`src/rtl/din_demux_pkg.sv`:
```
// Shared definitions for the processor write path: FSM state encoding and
// write-buffer entry width.
package din_demux_pkg;

  typedef enum logic [1:0] {
    IDLE  = 2'd0,
    DRAIN = 2'd1,
    DONE  = 2'd2
  } state_t;

  localparam int unsigned DATA_WIDTH_DEF = 8;
  localparam int unsigned ADDR_WIDTH_DEF = 16;
  localparam int unsigned ENTRY_W        = ADDR_WIDTH_DEF + DATA_WIDTH_DEF;

  // Entry width for a given address/data configuration ({addr, data} packed).
  function automatic int unsigned entry_w(input int unsigned aw, input int unsigned dw);
    return aw + dw;
  endfunction

endpackage

```
`src/rtl/din_demux_wbuf_fifo.sv`:
```
// Synchronous write-buffer FIFO with a rewrite port for the most recently
// pushed (tail) entry, used for store coalescing.
module wbuf_fifo #(
  parameter int unsigned W     = 24,
  parameter int unsigned DEPTH = 4
) (
  input  logic                       clk,
  input  logic                       rst,
  input  logic                       push,
  input  logic                       pop,
  input  logic                       rewrite,
  input  logic [W-1:0]               din,
  output logic [W-1:0]               head,
  output logic [W-1:0]               tail_entry,
  output logic                       full,
  output logic                       empty,
  output logic [$clog2(DEPTH):0]     count
);

  localparam int unsigned AW = $clog2(DEPTH);
  localparam int unsigned CW = AW + 1;

  logic [W-1:0]  mem [DEPTH];
  logic [AW-1:0] wptr;
  logic [AW-1:0] rptr;
  logic [AW-1:0] last_idx;
  logic          do_push;
  logic          do_pop;

  assign full       = (count == CW'(DEPTH));
  assign empty      = (count == '0);
  assign do_push    = push && !full;
  assign do_pop     = pop && !empty;
  assign last_idx   = wptr - AW'(1);
  assign head       = mem[rptr];
  assign tail_entry = mem[last_idx];

  // Storage, pointers and occupancy; pointers wrap naturally at DEPTH.
  always_ff @(posedge clk) begin
    if (rst) begin
      wptr  <= '0;
      rptr  <= '0;
      count <= '0;
      for (int unsigned i = 0; i < DEPTH; i++) mem[AW'(i)] <= '0;
    end else begin
      if (do_push) begin
        mem[wptr] <= din;
        wptr      <= wptr + AW'(1);
      end else if (rewrite && !empty) begin
        mem[last_idx] <= din;
      end
      if (do_pop) rptr <= rptr + AW'(1);
      case ({do_push, do_pop})
        2'b10:   count <= count + CW'(1);
        2'b01:   count <= count - CW'(1);
        default: count <= count;
      endcase
    end
  end

endmodule

```
`src/rtl/din_demux_wbuf.sv`:
```
// Processor write path: updates the cache on a hit and posts every write
// through a write buffer to memory; flush drains the buffer.
// Optional feature: WBUF_COALESCE_EN merges a write into the tail entry when
// it targets the same address.
module din_demux_wbuf
  import din_demux_pkg::*;
#(
  parameter int unsigned DATA_WIDTH = 8,
  parameter int unsigned ADDR_WIDTH = 16,
  parameter int unsigned DEPTH      = 4
) (
  input  logic                  clk,
  input  logic                  rst,
  input  logic                  wr_req,
  input  logic [ADDR_WIDTH-1:0] wr_addr,
  input  logic [DATA_WIDTH-1:0] wr_data,
  input  logic                  cache_hit,
  output logic                  wr_ready,
  output logic                  cache_we,
  output logic [ADDR_WIDTH-1:0] cache_addr,
  output logic [DATA_WIDTH-1:0] cache_data,
  output logic                  mem_wr_valid,
  input  logic                  mem_wr_ready,
  output logic [ADDR_WIDTH-1:0] mem_addr,
  output logic [DATA_WIDTH-1:0] mem_data,
  input  logic                  flush_req,
  output logic                  flush_done,
  output logic                  buf_full,
  output logic                  buf_empty
);

  localparam int unsigned EW = entry_w(ADDR_WIDTH, DATA_WIDTH);
  localparam int unsigned CW = $clog2(DEPTH) + 1;

  state_t          state;
  state_t          state_nxt;
  logic            full;
  logic            empty;
  logic            accept;
  logic            pop;
  logic            push;
  logic            coalesce;
  logic [EW-1:0]   head;
  logic [EW-1:0]   tail_entry;
  logic [CW-1:0]   count;

  assign wr_ready     = (state == IDLE) && !full;
  assign accept       = wr_req && wr_ready;
  assign mem_wr_valid = !empty;
  assign pop          = mem_wr_valid && mem_wr_ready;
  assign {mem_addr, mem_data} = head;
  assign buf_full     = full;
  assign buf_empty    = empty;
  assign flush_done   = (state == DONE);

`ifdef WBUF_COALESCE_EN
  // The tail may only be merged into when it is not also the head leaving now.
  assign coalesce = accept && !empty &&
                    (tail_entry[EW-1:DATA_WIDTH] == wr_addr) &&
                    !((count == CW'(1)) && pop);
`else
  logic unused_tail;
  assign unused_tail = ^{tail_entry, count};
  assign coalesce    = 1'b0;
`endif

  assign push = accept && !coalesce;

  wbuf_fifo #(
    .W     (EW),
    .DEPTH (DEPTH)
  ) u_fifo (
    .clk        (clk),
    .rst        (rst),
    .push       (push),
    .pop        (pop),
    .rewrite    (coalesce),
    .din        ({wr_addr, wr_data}),
    .head       (head),
    .tail_entry (tail_entry),
    .full       (full),
    .empty      (empty),
    .count      (count)
  );

  // Flush FSM state register.
  always_ff @(posedge clk) begin
    if (rst) state <= IDLE;
    else     state <= state_nxt;
  end

  // Flush FSM next state: drain until empty, then one-cycle DONE.
  always_comb begin
    state_nxt = state;
    case (state)
      IDLE:    if (flush_req) state_nxt = DRAIN;
      DRAIN:   if (empty)     state_nxt = DONE;
      DONE:    state_nxt = IDLE;
      default: state_nxt = IDLE;
    endcase
  end

  // Cache write strobe: one cycle after an accepted hit, with registered addr/data.
  always_ff @(posedge clk) begin
    if (rst) begin
      cache_we   <= 1'b0;
      cache_addr <= '0;
      cache_data <= '0;
    end else begin
      cache_we <= accept && cache_hit;
      if (accept && cache_hit) begin
        cache_addr <= wr_addr;
        cache_data <= wr_data;
      end
    end
  end

endmodule

```
`config.mk`:
```
export PLATFORM = sky130hd
export DESIGN_NAME = din_demux_wbuf
export DESIGN_NICKNAME = d
export VERILOG_FILES = /design/src/rtl/din_demux_pkg.sv /design/src/rtl/din_demux_wbuf_fifo.sv /design/src/rtl/din_demux_wbuf.sv
export SDC_FILE = /design/constraint.sdc
export NUM_CORES = 1
export LEC_CHECK = 0
export BUFFER_PORTS_ARGS = -buffer_cell sky130_fd_sc_hd__buf_4
export CORE_ASPECT_RATIO = 1.5
export CORE_UTILIZATION = 55
export DETAILED_ROUTE_END_ITERATION = 8
export PLACE_DENSITY = 0.77
export SKIP_LAST_GASP = 1
export SYNTH_ARGS = -nofsm -noshare
export SYNTH_HDL_FRONTEND = slang
export SYNTH_HIERARCHICAL = 1
export SYNTH_SLANG_ARGS = --single-unit
export TNS_END_PERCENT = 20
```
`constraint.sdc`:
```
create_clock -name clk -period 3.6 [get_ports clk]
set_input_delay 0.54 -clock clk [delete_from_list [all_inputs] [get_ports clk]]
set_output_delay 0.54 -clock clk [all_outputs]
set_load 0.005 [all_outputs]
```
# Word level (Yosys, flattened, before mapping)
# Memories as Yosys holds them, arrays and structs flattened. A register that Yosys moved wholly into a read port is not among the register bits.
# Cells that the tools add are included.
[totals] regBits=34 mem_bits_rw=96 inputBits=30 out_inout_bits=54 memories=1
[classes] n_addsub=4 eq_ne=7 mux=14 n_reduce_logical=13
[mem_list] name="u_fifo.mem" words=4 width=24 read_ports=1 rd_ports_with_merged_regs=1 write_ports=4 line_no="din_demux_wbuf_fifo.sv:23" rtl="logic [W-1:0] mem [DEPTH];"
[op_table] cell="$mux W24" n=1
[op_table] cell="$reduce_or A24 Y1" n=1
[op_table] cell="$mux W2" n=5
[op_table] cell="$logic_and A1 B1 Y1" n=6
[op_table] cell="$mux W1" n=6
[op_table] cell="$pmux W3 S2" n=1
[op_table] cell="$add A2 B1 Y2 const B" n=2
[op_table] cell="$eq A2 B1 Y1 const B" n=2
[op_table] cell="$eq A2 B2 Y1 const B" n=2
[op_table] cell="$pmux W2 S2" n=1
[op_table] cell="$add A3 B1 Y3 const B" n=1
[op_table] cell="$eq A3 B3 Y1 const B" n=1
[op_table] cell="$logic_not A3 Y1" n=1
[op_table] cell="$sub A3 B1 Y3 const B" n=1
[op_table] cell="$logic_not A1 Y1" n=2
[op_table] cell="$logic_not A2 Y1" n=1
[op_table] cell="$ne A2 B1 Y1 const B" n=1
[op_table] cell="$ne A2 B2 Y1 const B" n=1
[op_table] cell="$reduce_and A2 Y1" n=1
[op_table] cell="$reduce_bool A2 Y1" n=1

# Logic depth before layout (Yosys ltp)
[depth] depth_word=10 ltp_mapped=11

# Modules after synthesis
# The synthesis kept the hierarchy.
[by_module_without_submodules] mod="wbuf_fifo" instances=1 cells_per_inst=325 area_each_um2=5281.3 seq_area_each_um2=3062.9
[by_module_without_submodules] mod="din_demux_wbuf" instances=1 cells_per_inst=119 area_each_um2=1223.7 seq_area_each_um2=540.5

# Worst setup path after synthesis
# Ideal clock, no wire load.
[synth_path] path_type="reg2reg" startpoint="reg u_fifo.count[2]" endpoint="mem u_fifo.mem[3][0] (enable)" arrival_time_ns=2.740 t_required_ns=3.187 setup_slack_ns=0.447 stages_incl_launch_ff=9 path_buffers=0 period_less_slack_ns=3.153 path_cell_list="dfxtp_1 > or3b_4 > inv_1 > nor3_2 > and2_1 > mux2i_1 > a31oi_1 > nor2_1 > a21oi_1"
[synth_lines] item="start: declaration" line_no="din_demux_wbuf_fifo.sv:17" rtl="output logic [$clog2(DEPTH):0] count"
[synth_lines] item="start signal: assignment" line_no="din_demux_wbuf_fifo.sv:54" rtl="2'b10: count <= count + CW'(1);"
[synth_lines] item="start signal: assignment" line_no="din_demux_wbuf_fifo.sv:55" rtl="2'b01: count <= count - CW'(1);"
[synth_lines] item="start signal: assignment" line_no="din_demux_wbuf_fifo.sv:56" rtl="default: count <= count;"
[synth_lines] item="end: declaration" line_no="din_demux_wbuf_fifo.sv:23"

==> impl_metrics.env <==
export IMPL_status="finished clean"
export IMPL_antenna_found_initial=0
export IMPL_ys_warn_count=6
export IMPL_routedWlPerCell_um=18.9
export IMPL_crit_path_max_incr_delay_ns=0.78
export IMPL_hpwl_um=7330
export IMPL_fin_tns_setup_ns=0
export IMPL_drtIter0Drc=186
export IMPL_core_area_um2=10500
export IMPL_syn_avg_cell_area_um2=14.2
export IMPL_rows=46
export IMPL_fillers=739
export IMPL_fin_crit_ns=3.26
export IMPL_clkTransAtPathRegs_ns=0.05
export IMPL_layout_setup_ws_ns=0.338
export IMPL_maxSlewHeadroom=0.380
export IMPL_final_net_count=535
export IMPL_critPathCaptureType="flop"
export IMPL_cts_tree="built"
export IMPL_fin_util=0.693
export IMPL_drc=0
export IMPL_start_util=0.565
export IMPL_grt_max_degree=68
export IMPL_clock_sinks=132
export IMPL_power_density_nw_per_um2=661
export IMPL_synthCells=418
export IMPL_firstDrtPassIters=4
export IMPL_critPathLaunchType="flop"
export IMPL_n_antenna_cell=0
export IMPL_drive_above_1_share=0.302
export IMPL_worst_pin_slew_ns=0.931
export IMPL_chipHeight_um=129
export IMPL_grt_pass1_vias=3765
export IMPL_cts_inserted_buffers=17
export IMPL_postRouteAntennaNets=0
export IMPL_die_x_um=86.9
export IMPL_cp_max_fo=25
export IMPL_fin_crit_sh=0.906
export IMPL_worstPathRequired_ns=3.64
export IMPL_htreeDepth=4
export IMPL_p_leak_nw=2.82
export IMPL_grt_pass1_wl_um=19100
export IMPL_gr_total_overflow=0
export IMPL_dieArea_um2=11300
export IMPL_cts_buffer_depth=2
export IMPL_insertion_delay_ns=0.41
export IMPL_synthesis_area_um2=5950
export IMPL_grt_usage=0.239
export IMPL_fin_skew_ns=0.00904
export IMPL_fin_total_pwr_w=0.00482
export IMPL_cts_root_buf="clkbuf_16"
export IMPL_port_buffer_count=83
export IMPL_slew_violations=0
export IMPL_hold_violations=0
export IMPL_arrival_ns=3.30
export IMPL_critPathSlowestCell="a211oi_4"
export IMPL_vias_per_cell=5.35
export IMPL_path_cells="or3b_4 > inv_1 > nor3_2 > and2_1 > nand4bb_4 > a211oi_4 > or2_2"
export IMPL_rsz0062_at_grt="false"
export IMPL_cap_violations=0
export IMPL_setup_viol=0
export IMPL_hold_ws_ns=0.417
export IMPL_fmax_mhz=307
export IMPL_post_cts_setup_buffers=0
export IMPL_dp_slack_ns=0.0231
export IMPL_path_class="reg2reg"
export IMPL_area_growth_pct=22.6
export IMPL_ios=84
export IMPL_place_gp_congestion=0.821
export IMPL_vias=3532
export IMPL_hold_path_class="in2reg"
export IMPL_finalWirelength_um=12500
export IMPL_peakVddDrop_mv=0.371
-- state kept, by name (all words and copies together) (netlist names), named ones only --
name	count
cache_addr	16
u_fifo/mem	96
cache_we	1
u_fifo/wptr	2
state	2
u_fifo/rptr	2
cache_data	8
u_fifo/count	3
-- power breakdown --
| part | internal, W | switching [W] |
|---|---|---|
| Combinational | 0.000439 | 0.000474 |
| Sequential | 0.00192 | 0.000105 |
| Clock | 0.00128 | 0.000603 |
-- layout make-up --
type | count | area, µm² | share of cell area
clock inverters | 10 | 176 | 0.0242
flip-flops and latches | 132 | 3600 | 0.494
multi-input cells | 256 | 2160 | 0.296
repair buffers | 90 | 676 | 0.0926
inverters | 6 | 22.5 | 0.00309
clock buffers | 22 | 474 | 0.0650
well taps | 144 | 180 | 0.0247
-- worst max-delay path: cells and delay by family, from the launching register on --
kind,cells,cell delay [ns]
buffers and inverters,1,0.07
flip-flops,1,0.36
AO/OA/AOI/OAI,1,0.78
AND/OR/NAND/NOR,5,1.67
-- routing by layer --
layer	up-vias	GRT usage	wire [µm]	part of all wire
met5	-	0	0	0
met4	0	0.119	280	0.022
met3	25	0.0643	585	0.047
met2	120	0.431	7090	0.57
met1	1752	0.254	4500	0.36
li1	1635	-	-	-
-- timing repair --
item / CTS / global route
gates resized for setup: 0 / 1
hold buffers: 0 / 0
endpoints found under the setup margin: 0 / 24
-- through the flow --
step	instance area, µm²	cells
6_report	7300	660
5_1_grt	7300	660
4_1_cts	7300	660
3_5_place_dp	6650	628
3_3_place_gp	6650	628
2_1_floorplan	5960	421
-- path summary, 6_finish.rpt --
kind,startpoint,to,slack (ns),cells past startpoint
setup reg to reg,u_fifo/count[2]$_SDFFE_PP0P_,u_fifo/mem[2][5]$_SDFFCE_PN0P_,0.34,7
setup / recovery,u_fifo/count[2]$_SDFFE_PP0P_,u_fifo/mem[2][5]$_SDFFCE_PN0P_,0.34,7
hold reg to reg,cache_addr[4]$_SDFFE_PP0P_,cache_addr[4]$_SDFFE_PP0P_,0.47,2
hold / removal,flush_req,state[0]$_SDFFE_PP0P_,0.42,3
-- cell usage in the layout, fill, tap and decap left out, types with 2 or more instances in the layout --
cell type,count
nor3_1,2
nor2b_1,4
or2_1,2
clkbuf_16,17
buf_4,90
mux2i_1,26
clkbuf_1,2
conb_1,4
a21oi_1,2
edfxtp_1,96
inv_1,6
or3_1,2
bufinv_16,5
nor2_1,11
clkinv_2,3
nand2b_1,50
clkbuf_8,3
xor2_1,5
nand3_1,4
and2_1,98
a21oi_2,2
dfxtp_1,35
mux4_2,24
o21ai_0,2
Power figures use the tool's default switching activity.
